==> src/rtl/mac_pkg.sv <==
// Shared definitions for the multiply-add result block accumulator.
//   DATA_W     : default width of the incoming result samples
//   state_t    : block FSM states, fixed encodings kept from the legacy RTL
//   min_acc_w(): smallest sum width that cannot overflow for a given block size
package mac_pkg;

    localparam int unsigned DATA_W = 16;

    typedef enum logic [1:0] {
        S_IDLE  = 2'd0,
        S_ACCUM = 2'd1,
        S_HOLD  = 2'd2
    } state_t;

    function automatic int unsigned min_acc_w(input int unsigned data_w,
                                              input int unsigned n_samples);
        return data_w + $clog2(n_samples);
    endfunction

endpackage

==> src/rtl/mac_block_accum_minmax_track.sv <==
// Running maximum / minimum tracker for one block of samples.
//   clk, rst_n : clock, asynchronous active-low reset (registers clear to 0)
//   seed       : start a new block; both trackers load sample
//   update     : fold sample into the running max/min
//   sample     : incoming sample
//   cur_max/cur_min   : registered running extremes
//   next_max/next_min : extremes including this cycle's sample, so the
//                       parent can capture a final result without a bubble
module minmax_track #(
    parameter int unsigned DATA_W = mac_pkg::DATA_W
) (
    input  logic              clk,
    input  logic              rst_n,
    input  logic              seed,
    input  logic              update,
    input  logic [DATA_W-1:0] sample,
    output logic [DATA_W-1:0] cur_max,
    output logic [DATA_W-1:0] cur_min,
    output logic [DATA_W-1:0] next_max,
    output logic [DATA_W-1:0] next_min
);

    always_comb begin
        next_max = cur_max;
        next_min = cur_min;
        if (seed) begin
            next_max = sample;
            next_min = sample;
        end else if (update) begin
            if (sample > cur_max) next_max = sample;
            if (sample < cur_min) next_min = sample;
        end
    end

    always_ff @(posedge clk or negedge rst_n) begin
        if (!rst_n) begin
            cur_max <= '0;
            cur_min <= '0;
        end else begin
            cur_max <= next_max;
            cur_min <= next_min;
        end
    end

endmodule

==> src/rtl/mac_block_accum.sv <==
// Groups N_SAMPLES accepted multiply-add results into a block and reports
// the block sum, maximum and minimum on a registered valid/ready output.
//   clk, rst_n          : clock, asynchronous active-low reset
//   in_valid/in_ready   : sample handshake (in_data)
//   clear               : synchronous abort of partial block and pending output
//   out_valid/out_ready : block result handshake (out_sum, out_max, out_min)
//   block_cnt           : blocks handed off, wraps modulo 256
module mac_block_accum #(
    parameter int unsigned DATA_W    = mac_pkg::DATA_W,
    parameter int unsigned N_SAMPLES = 4,
    parameter int unsigned ACC_W     = 24
) (
    input  logic              clk,
    input  logic              rst_n,
    input  logic              in_valid,
    output logic              in_ready,
    input  logic [DATA_W-1:0] in_data,
    input  logic              clear,
    output logic              out_valid,
    input  logic              out_ready,
    output logic [ACC_W-1:0]  out_sum,
    output logic [DATA_W-1:0] out_max,
    output logic [DATA_W-1:0] out_min,
    output logic [7:0]        block_cnt
);

    import mac_pkg::*;

    if (N_SAMPLES < 1 || N_SAMPLES > 255) begin : g_n_samples_check
        $error("mac_block_accum: N_SAMPLES=%0d outside 1..255", N_SAMPLES);
    end
    if (ACC_W < min_acc_w(DATA_W, N_SAMPLES)) begin : g_acc_w_check
        $error("mac_block_accum: ACC_W=%0d below required %0d",
               ACC_W, min_acc_w(DATA_W, N_SAMPLES));
    end

    localparam logic [7:0] N_LAST = 8'(N_SAMPLES);

    state_t             state;
    logic [7:0]         cnt;
    logic [7:0]         cnt_inc;
    logic [ACC_W-1:0]   sum;
    logic [ACC_W-1:0]   sample_ext;
    logic [ACC_W-1:0]   sum_next;
    logic               accept;
    logic               handoff;
    logic               seed;
    logic               update;
    logic [DATA_W-1:0]  cur_max;
    logic [DATA_W-1:0]  cur_min;
    logic [DATA_W-1:0]  next_max;
    logic [DATA_W-1:0]  next_min;

    assign in_ready   = rst_n & ((state != S_HOLD) | out_ready);
    assign accept     = in_valid & in_ready;
    assign handoff    = out_valid & out_ready;
    assign sample_ext = ACC_W'(in_data);
    assign sum_next   = sum + sample_ext;
    assign cnt_inc    = cnt + 8'd1;

    // Any accept outside ACCUM starts a fresh block.
    assign seed   = accept & (state != S_ACCUM) & ~clear;
    assign update = accept & (state == S_ACCUM) & ~clear;

    minmax_track #(
        .DATA_W (DATA_W)
    ) u_minmax (
        .clk      (clk),
        .rst_n    (rst_n),
        .seed     (seed),
        .update   (update),
        .sample   (in_data),
        .cur_max  (cur_max),
        .cur_min  (cur_min),
        .next_max (next_max),
        .next_min (next_min)
    );

    always_ff @(posedge clk or negedge rst_n) begin
        if (!rst_n) begin
            state     <= S_IDLE;
            cnt       <= '0;
            sum       <= '0;
            out_valid <= 1'b0;
            out_sum   <= '0;
            out_max   <= '0;
            out_min   <= '0;
            block_cnt <= '0;
        end else if (clear) begin
            state     <= S_IDLE;
            cnt       <= '0;
            out_valid <= 1'b0;
        end else begin
            if (handoff) block_cnt <= block_cnt + 8'd1;
            case (state)
                // In HOLD an accept can only occur with out_ready high,
                // so it always coincides with the handoff.
                S_IDLE, S_HOLD: begin
                    if (state == S_HOLD && handoff && !accept) begin
                        out_valid <= 1'b0;
                        state     <= S_IDLE;
                    end
                    if (accept) begin
                        sum <= sample_ext;
                        cnt <= 8'd1;
                        if (N_SAMPLES == 1) begin
                            out_sum   <= sample_ext;
                            out_max   <= next_max;
                            out_min   <= next_min;
                            out_valid <= 1'b1;
                            state     <= S_HOLD;
                        end else begin
                            out_valid <= 1'b0;
                            state     <= S_ACCUM;
                        end
                    end
                end
                S_ACCUM: begin
                    if (accept) begin
                        sum <= sum_next;
                        cnt <= cnt_inc;
                        if (cnt_inc == N_LAST) begin
                            out_sum   <= sum_next;
                            out_max   <= next_max;
                            out_min   <= next_min;
                            out_valid <= 1'b1;
                            state     <= S_HOLD;
                        end
                    end
                end
                default: state <= S_IDLE;
            endcase
        end
    end

endmodule

==> config.mk <==
export PLATFORM = sky130hd
export DESIGN_NAME = mac_block_accum
export DESIGN_NICKNAME = d
export VERILOG_FILES = /design/src/rtl/mac_pkg.sv /design/src/rtl/mac_block_accum_minmax_track.sv /design/src/rtl/mac_block_accum.sv
export SDC_FILE = /design/constraint.sdc
export NUM_CORES = 1
export LEC_CHECK = 0
export CAP_MARGIN = 10
export CORE_ASPECT_RATIO = 0.9
export CORE_MARGIN = 4
export CORE_UTILIZATION = 30
export CTS_CLUSTER_SIZE = 28
export DETAILED_ROUTE_END_ITERATION = 8
export PLACE_DENSITY_LB_ADDON = 0.05
export SETUP_SLACK_MARGIN = 0.15
export SYNTH_ARGS = -nofsm -noshare
export SYNTH_HDL_FRONTEND = slang
export SYNTH_SLANG_ARGS = --single-unit
==> constraint.sdc <==
create_clock -name clk -period 6.6 [get_ports clk]
set_input_delay 0.99 -clock clk [delete_from_list [all_inputs] [get_ports clk]]
set_output_delay 0.99 -clock clk [all_outputs]
set_load 0.02 [all_outputs]
Word level (Yosys, flattened, before mapping)
Cells that the tools add are included.
Word-level totals
  register bits after elaboration: 131
  bits of input ports: 21
  output and inout port bits: 66
  word-level logic and storage cells: 73
Cells by class
  add/subtract/negate cells: 3
  $lt $le $gt $ge: 2
  eq/ne operators: 11
  muxes and demuxes: 25
  bitwise operators: 9
  reductions and logical operators: 13
Operators by type and width (count)
  2-to-1 mux 16 bit: 6
  2-to-1 mux 24 bit: 2
  case mux 24 bit (2 select lines): 1
  adder 24 x 16 -> 24 bit: 1
  2-to-1 mux 8 bit: 3
  adder 8 x 1 -> 8 bit (second input constant): 2
  greater-than comparator 16 bit: 1
  < comparator 16 bit: 1
  case mux 8 bit (2 select lines): 1
  AND reduction 4 bit: 3
  2-to-1 mux 2 bit: 5
  equality test 8 x 3 -> 1 bit (second input constant): 1
  AND 1 bit: 7
  inequality test 2 bit (second input constant): 3
  inequality test 3 bit (second input constant): 2
  AND reduction 3 bit: 2
  2-to-1 mux 1 bit: 5
  inequality test 4 bit (second input constant): 1
  case mux 2 bit (2 select lines): 1
  inequality test 3 x 2 -> 1 bit (second input constant): 1
  nonzero test 3 bit: 1
  equality test 2 x 1 -> 1 bit (second input constant): 1
  equality test 2 bit (second input constant): 1
  logical AND 1 bit: 2
  other kinds (9): 9

Longest topological paths before layout
Gate-level depths: netlist of the first run.
  word-level depth: 10
  mapped depth: 11

Hierarchy
Synthesis of the first run repeated with hierarchy kept, for this count alone.
Second synthesis, totals
  cells, all modules: 677
  area total of the unflattened synthesis: 7285.7 um^2
Modules (own cells, without submodules)
  mac_block_accum: instances 1, cells an instance 497, area each 5237.5 um^2
  minmax_track: instances 1, cells an instance 180, area each 2048.2 um^2

Worst setup path after synthesis of the first run
OpenSTA, ideal clock, no wires.
  path type: input to register
  start: input port in_data[10]
  end: register out_max[10]
  setup time: 0.125 ns
  arrival time: 2.999 ns
  required time: 6.475 ns
  path slack: 3.475 ns
  stages: 9
  path buffers: 1
  cells stage by stage: ha_1 a21oi_1 nand2_1 a21oi_1 o21ai_0 o31ai_2 buf_6 mux2_2 mux2_4
On the way
  cells in the longest elaborated chain, start to end: 4
RTL lines
  start: declaration: line mac_block_accum.sv:17  | input logic [DATA_W-1:0] in_data,
  greater-than comparator 16 bit: line mac_block_accum_minmax_track.sv:30  | if (sample > cur_max) next_max = sample;
  2-to-1 mux 16 bit: line mac_block_accum_minmax_track.sv:30
  2-to-1 mux 16 bit: line mac_block_accum_minmax_track.sv:29  | end else if (update) begin
  2-to-1 mux 16 bit (*): line mac_block_accum_minmax_track.sv:26  | if (seed) begin
  net next_max[10]: line mac_block_accum.sv:51  | logic [DATA_W-1:0] next_max;
  end signal: assignment: line mac_block_accum.sv:108  | out_max <= next_max;
  end signal: assignment: line mac_block_accum.sv:124  | out_max <= next_max;
  end: declaration: line mac_block_accum.sv:22  | output logic [DATA_W-1:0] out_max,
The timed path passes the listed nets; every way through them passes the cells marked *.
A chain may end at the register's enable or synchronous reset.

Final worst setup path of the first run
  start: input port in_data[1]
  end: register out_max[12]
On the way
  cells in the longest elaborated chain, start to end: 4
RTL lines (line)
  greater-than comparator 16 bit: mac_block_accum_minmax_track.sv:30
  2-to-1 mux 16 bit: mac_block_accum_minmax_track.sv:30
  2-to-1 mux 16 bit: mac_block_accum_minmax_track.sv:29
  2-to-1 mux 16 bit: mac_block_accum_minmax_track.sv:26
  net next_max[12]: mac_block_accum.sv:51
The timed path passes the listed nets, and every way through them passes these cells.

==> metrics.csv, run 1 <==
metric,value,unit
outcome,"complete, no violations",
cts bufs inserted,17,
Area Overhead vs Synth,24.0,%
Die Wd,172,um
"Critical Path, Cell by Cell",clkdlybuf4s50_1 > ha_1 > a21oi_1 > o21ai_0 > a22o_1 > o31ai_2 > buf_4 > mux2_2 > mux2_4,
top cell type's share of synthesized area,45.0,%
via count,5400,
Rows,53,
grt ovf,0,
RePlAce Congestion,0.811,
"Seq/Total Area, Yosys",45.0,%
cell area after layout,9030,sq um
hold_buf cts,0,
initial antenna violation count,0,
period utilization,63.0,%
CTS-repair resized insts,0,
clock net sink count,131,
Leak,0.00412,uW
Power per Cell Area,268,nW/um^2
largest net degree at the start of global routing,81,
maximum VDD drop,0.000136,V
drc violations,0,
main area contributors after synthesis,"dfrtp_1, ha_1, mux2_4, mux2_2, a21oi_1",
DRT antenna net count,0,
vias in the first global route,5448,
fraction of layout cells with a size suffix above 1,15.6,%
Max Clock Skew,10.5,ps
register bit total from synthesis,131,
Port Buffers,86,
slowest CP cell,o31ai_2,
max incr delay on CP,830,ps
CTS tree,built,
Critical Path End Type,flip-flop,
DRT Pass-1 Iters,5,
clock slew at reported path FFs,60,ps
"Net Count, Synth",755,
syn_area_per_cell,10.7,sq um
relative slew slack,23.6,%
Worst Hold Class,flip-flop to flip-flop,
register area,3280,sq um
via density per instance,4.99,
Clock Tree Buf Depth,2,
placed insts,1050,
ANT cells,0,
FMAX,241,MHz
Cells after Synth,683,
Chip Height,156,um
final setup vio count,0,
dpl cell area,8410,sq um
slew of the pin with the lowest slew margin,1150,ps
Tmin final,4160,ps
wire length of the first global-routing pass,30300,um
Multi-input gate area,3700,sq um
Worst Path Arrival,4460,ps
most frequent cell after synthesis,dfrtp_1,
Main synth FF type,dfrtp_1,
# H-tree levels,4,
Initial Utilization,30.8,%
CP Launch Type,primary input,
Mapped Area,7280,sq um
Core Region,23600,sq um
number of synthesized flops with an enable pin,0,
"Buf+Inv Stages, Crit Path",2,
post-synth top area cell,dfrtp_1,
Pwr Total,2420,uW
"Slew Viols, Final",0,
R2R Setup Slk,3210,ps
postcts setup bufs,0,
worst-skew pair later-pin latency,420,ps
Async SR Flop Fraction,100,%
Synth top cells by count,"dfrtp_1, nand2_1, a21oi_1",
final cell count without fillers,1082,
Finished Core Util,38.2,%
DP HPWL,13200,um
Tot GR Track Use,14.3,%
Crit Path Category,primary input to flip-flop,
YS warnings,0,
cell family with most CP delay,compound AO/OA/AOI/OAI gates,
"Hold Violations, Final",0,
Worst Path Required,6900,ps
final net count,839,
io pins,87,
CP Max Fanout,9,
Filler cells,2320,
CTS root buffer,clkbuf_16,
die area,26800,sq um
Max Cap Viol,0,
Sum Neg Setup Slack,0,ps
final wirelength,18600,um
1st-iter DRT viols,265,
Yosys cell types,57,
WL per Instance,17.2,um
RSZ-0062 raised after global routing,no,
## metrics by stage
step	setup WS, ps	hold WS, ps
detailed placement	1980	470
CTS	2420	482
finish	2440	473
global route	2250	508
global placement	2010	461
floorplan	3480	453
## path summary, 6_finish.rpt
kind / startpoint / end / cells after the start
worst max-delay path: in_data[1] / out_max[12] / 9
worst min-delay path: block_cnt[7] / block_cnt[7] / 1
worst max register to register: state[1] / out_min[1] / 6
worst min register to register: block_cnt[7] / block_cnt[7] / 1
max in group asynchronous: rst_n / u_minmax.cur_min[12] / 2
min in group asynchronous: rst_n / out_min[6] / 1
## per-layer routing
metal  track usage (%)  up-vias  wire [um]  share of wire (%)
li1                  -     2617          -                  -
met1              21.2     2632       9360                 50
met3              3.07       17        868                4.7
met5                 0        -          0                  0
met4              4.49        0        320                1.7
met2              21.0      134       8080                 43
## logic make-up (layout without fill, tap and decap cells)
logic type      after synthesis  after routing  synth area share, %
compound gates              153            153                 13.2
xor+xnor                     29             29                 3.49
fa+ha+maj                    51             51                 8.87
buf+inv                      66            163                 4.19
flops                       131            131                 45.0
mux                          74             74                 13.5
simple gates                179            179                 11.8
## power breakdown
| group | internal, uW | switching (uW) | total [uW] | leakage, uW |
|---|---|---|---|---|
| combinational | 208 | 299 | 507 | 0.00212 |
| sequential | 871 | 40.7 | 912 | 0.00172 |
| clock | 631 | 366 | 998 | 0.000285 |
| total | 1710 | 706 | 2420 | 0.00412 |
## worst reg2reg max path: stages, from the launching register on
cell     delay [ps]
dfrtp_1         580
nor3b_1         440
or3_1           410
a21oi_4         150
nand2_2         310
or2_4           960
mux2_2          430
## flip-flops by register name (all words and copies together) (netlist names)
| register | cells |
|---|---|
| out_sum | 24 |
| sum | 24 |
| out_max | 16 |
| out_min | 16 |
| u_minmax.cur_max | 16 |
| u_minmax.cur_min | 16 |
| block_cnt | 8 |
| cnt | 8 |
| state | 2 |
| out_valid | 1 |
## final cells by class
class | instances | share of cell area (%)
multi-input cells | 486 | 41.0
well taps | 302 | 4.19
flip-flops and latches | 131 | 36.3
repair buffers | 92 | 10.0
clock buffers | 19 | 4.80
inverters | 39 | 1.62
clock inverters | 13 | 2.05
## layout by cell type (no fill, tap or decap), types with 3 or more instances in the layout
| cell type | Yosys | routed |
|---|---|---|
| a21o_1 | 5 | 5 |
| nand2b_1 | 3 | 3 |
| ha_1 | 50 | 50 |
| a31oi_1 | 9 | 9 |
| nor3_1 | 7 | 7 |
| o21ai_0 | 46 | 46 |
| nand4_1 | 11 | 11 |
| buf_4 | 0 | 6 |
| a21oi_1 | 51 | 51 |
| bufinv_16 | 0 | 4 |
| nor2b_1 | 6 | 6 |
| clkinvlp_4 | 0 | 5 |
| nor4_1 | 5 | 5 |
| o21a_1 | 4 | 4 |
| inv_1 | 39 | 39 |
| nand3_1 | 20 | 20 |
| o31ai_1 | 4 | 4 |
| o211ai_1 | 5 | 5 |
| or3_1 | 4 | 4 |
| and3_1 | 9 | 9 |
| and2_1 | 3 | 3 |
| a22o_1 | 3 | 3 |
| xnor2_1 | 21 | 21 |
| mux2_4 | 40 | 40 |
| clkbuf_16 | 0 | 17 |
| nand2_1 | 61 | 61 |
| nor2_1 | 37 | 37 |
| dfrtp_1 | 131 | 131 |
| or4_1 | 3 | 3 |
| xor2_1 | 8 | 8 |
| clkdlybuf4s50_1 | 0 | 85 |
| mux2_2 | 32 | 32 |
No activity file was read; power rests on OpenSTA's default activity.
==> inputs of run 2 (changes only) <==
clock period = 3.7 ns   (was 6.6 ns; I/O delays follow)
==> run 2 against run 1 <==
Effect of this change:
- cell area is 1.9% higher
- sequential cell count unchanged
- critical endpoint is now out_sum[16]
- via count is 0.26% lower
- critical path depth unchanged
- non-clock buffer count rose by 15
- global-route usage is 0.35 points higher
- largest power group unchanged
- clock power up 90%
- sequential power grew 79%
- sequential share of layout area shrank 0.67 points
- clock skew fell by 2.2 ps
==> metrics.csv, run 2 (synthesis gave the netlist of run 1 again) <==
metric,value,unit
Critical Path End Type,flip-flop,
final cell count without fillers,1097,
"Hold Violations, Final",0,
ANT cells,0,
Critical R2R Launch,sum[0],
1st-iter DRT viols,200,
Area Overhead vs Synth,26.3,%
wire length of the first global-routing pass,30900,um
final wirelength,18800,um
cts bufs inserted,17,
via density per instance,4.91,
grt ovf,0,
RR Endpoint,out_sum[16],
Initial Utilization,30.8,%
Worst Hold Class,flip-flop to flip-flop,
max incr delay on CP,490,ps
DRT antenna net count,0,
cell family with most CP delay,compound AO/OA/AOI/OAI gates,
Clock Tree Buf Depth,2,
placed insts,1064,
slew of the pin with the lowest slew margin,868,ps
drc violations,0,
"Critical Path, Cell by Cell",clkdlybuf4s50_1 > ha_1 > fa_1 > a21o_1 > a221oi_2 > o311ai_0 > a311oi_1 > xnor2_1 > o21ai_0,
Port Buffers,86,
Worst Path Arrival,3330,ps
Top Registers,"out_sum x24, sum x24",
io pins,87,
maximum VDD drop,0.000224,V
RSZ-0062 raised after global routing,no,
"commonest non-fill, non-tap cell in the layout",dfrtp_1,
initial antenna violation count,0,
Max Cap Viol,0,
Max Clock Skew,8.27,ps
worst-skew pair later-pin latency,420,ps
# H-tree levels,4,
dpl cell area,8530,sq um
largest net degree at the start of global routing,66,
WL per Instance,17.1,um
"Slew Viols, Final",0,
CTS root buffer,clkbuf_16,
slowest CP cell,clkdlybuf4s50_1,
CP Launch Type,primary input,
Sum Neg Setup Slack,0,ps
DP HPWL,13400,um
cell area after layout,9200,sq um
Die Wd,172,um
Hold Path Stages,2,
clock net sink count,131,
via count,5386,
Tot GR Track Use,14.7,%
relative slew slack,42.1,%
final net count,854,
most frequent cells in the layout,"dfrtp_1, clkdlybuf4s50_1, nand2_1",
Core Region,23600,sq um
Chip Height,156,um
R2R depth,8,
die area,26800,sq um
Power per Cell Area,483,nW/um^2
FMAX,327,MHz
R2R Setup Slk,950,ps
clock slew at reported path FFs,60,ps
RePlAce Congestion,0.841,
"Buf+Inv Stages, Crit Path",1,
CTS tree,built,
Setup crit start,in_data[0],
final setup vio count,0,
Tmin final,3060,ps
Crit Path Category,primary input to flip-flop,
vias in the first global route,5700,
CP Max Fanout,4,
DRT Pass-1 Iters,4,
end of the worst hold path,out_sum[20],
Rows,53,
postcts setup bufs,0,
Worst Path Required,3980,ps
Leak,0.00423,uW
outcome,"complete, no violations",
period utilization,82.6,%
fraction of layout cells with a size suffix above 1,17.1,%
Hold Path Origin,out_sum[20],
==> run 2: worst max path at each step <==
stage / slack, ps / depth (start not counted) / to
2_1_floorplan: 1010 / 9 / out_max[10]
3_3_place_gp: 240 / 9 / out_sum[16]
3_5_place_dp: 220 / 9 / out_max[3]
4_1_cts: 670 / 9 / out_sum[16]
5_1_grt: 440 / 9 / out_sum[16]
6_report: 640 / 9 / out_sum[16]
==> run 2: tightest hold or removal path: stages, from the launching register on <==
cell	delay, ps
dfrtp_1	340
nand2_1	40
o21ai_0	60
==> run 2: timing repair <==
action,4_1_cts,5_1_grt
endpoints found under the hold margin,8,0
hold buffers,1,0
resized for setup,0,0
==> run 2: layer usage <==
metal	up-vias	track usage [%]	share of wire [%]
met5	-	0	0
met4	0	4.04	0.61
met3	11	2.94	3.4
met2	93	23.1	46
met1	2635	20.7	50
li1	2647	-	-
==> run 2: per-stage QoR <==
step / util [%] / total power (uW) / setup slack, ps / hold WS [ps]
final: 39.0 / 4440 / 642 / 477
after global routing: 39.0 / 4710 / 439 / 503
after CTS: 39.0 / 4500 / 666 / 483
after detailed placement: 36.1 / 2570 / 220 / 379
after global placement: 36.1 / 2560 / 235 / 378
after floorplan: - / 2270 / 1010 / 259
==> run 2: final cells by class <==
cell class,count,area (sq um)
fillers,2332,14400
multi-input cells,486,3700
flip-flops and latches,131,3280
repair buffers,107,1030
clock buffers,21,460
well taps,302,378
clock inverters,11,200
inverters,39,146
==> run 2: where the power goes <==
| part | leakage [uW] | total [uW] | switching [uW] | internal, uW |
|---|---|---|---|---|
| Combinational | 0.00220 | 912 | 533 | 379 |
| Sequential | 0.00172 | 1630 | 71.7 | 1550 |
| Clock | 0.000314 | 1900 | 664 | 1240 |
| Total | 0.00423 | 4440 | 1270 | 3170 |
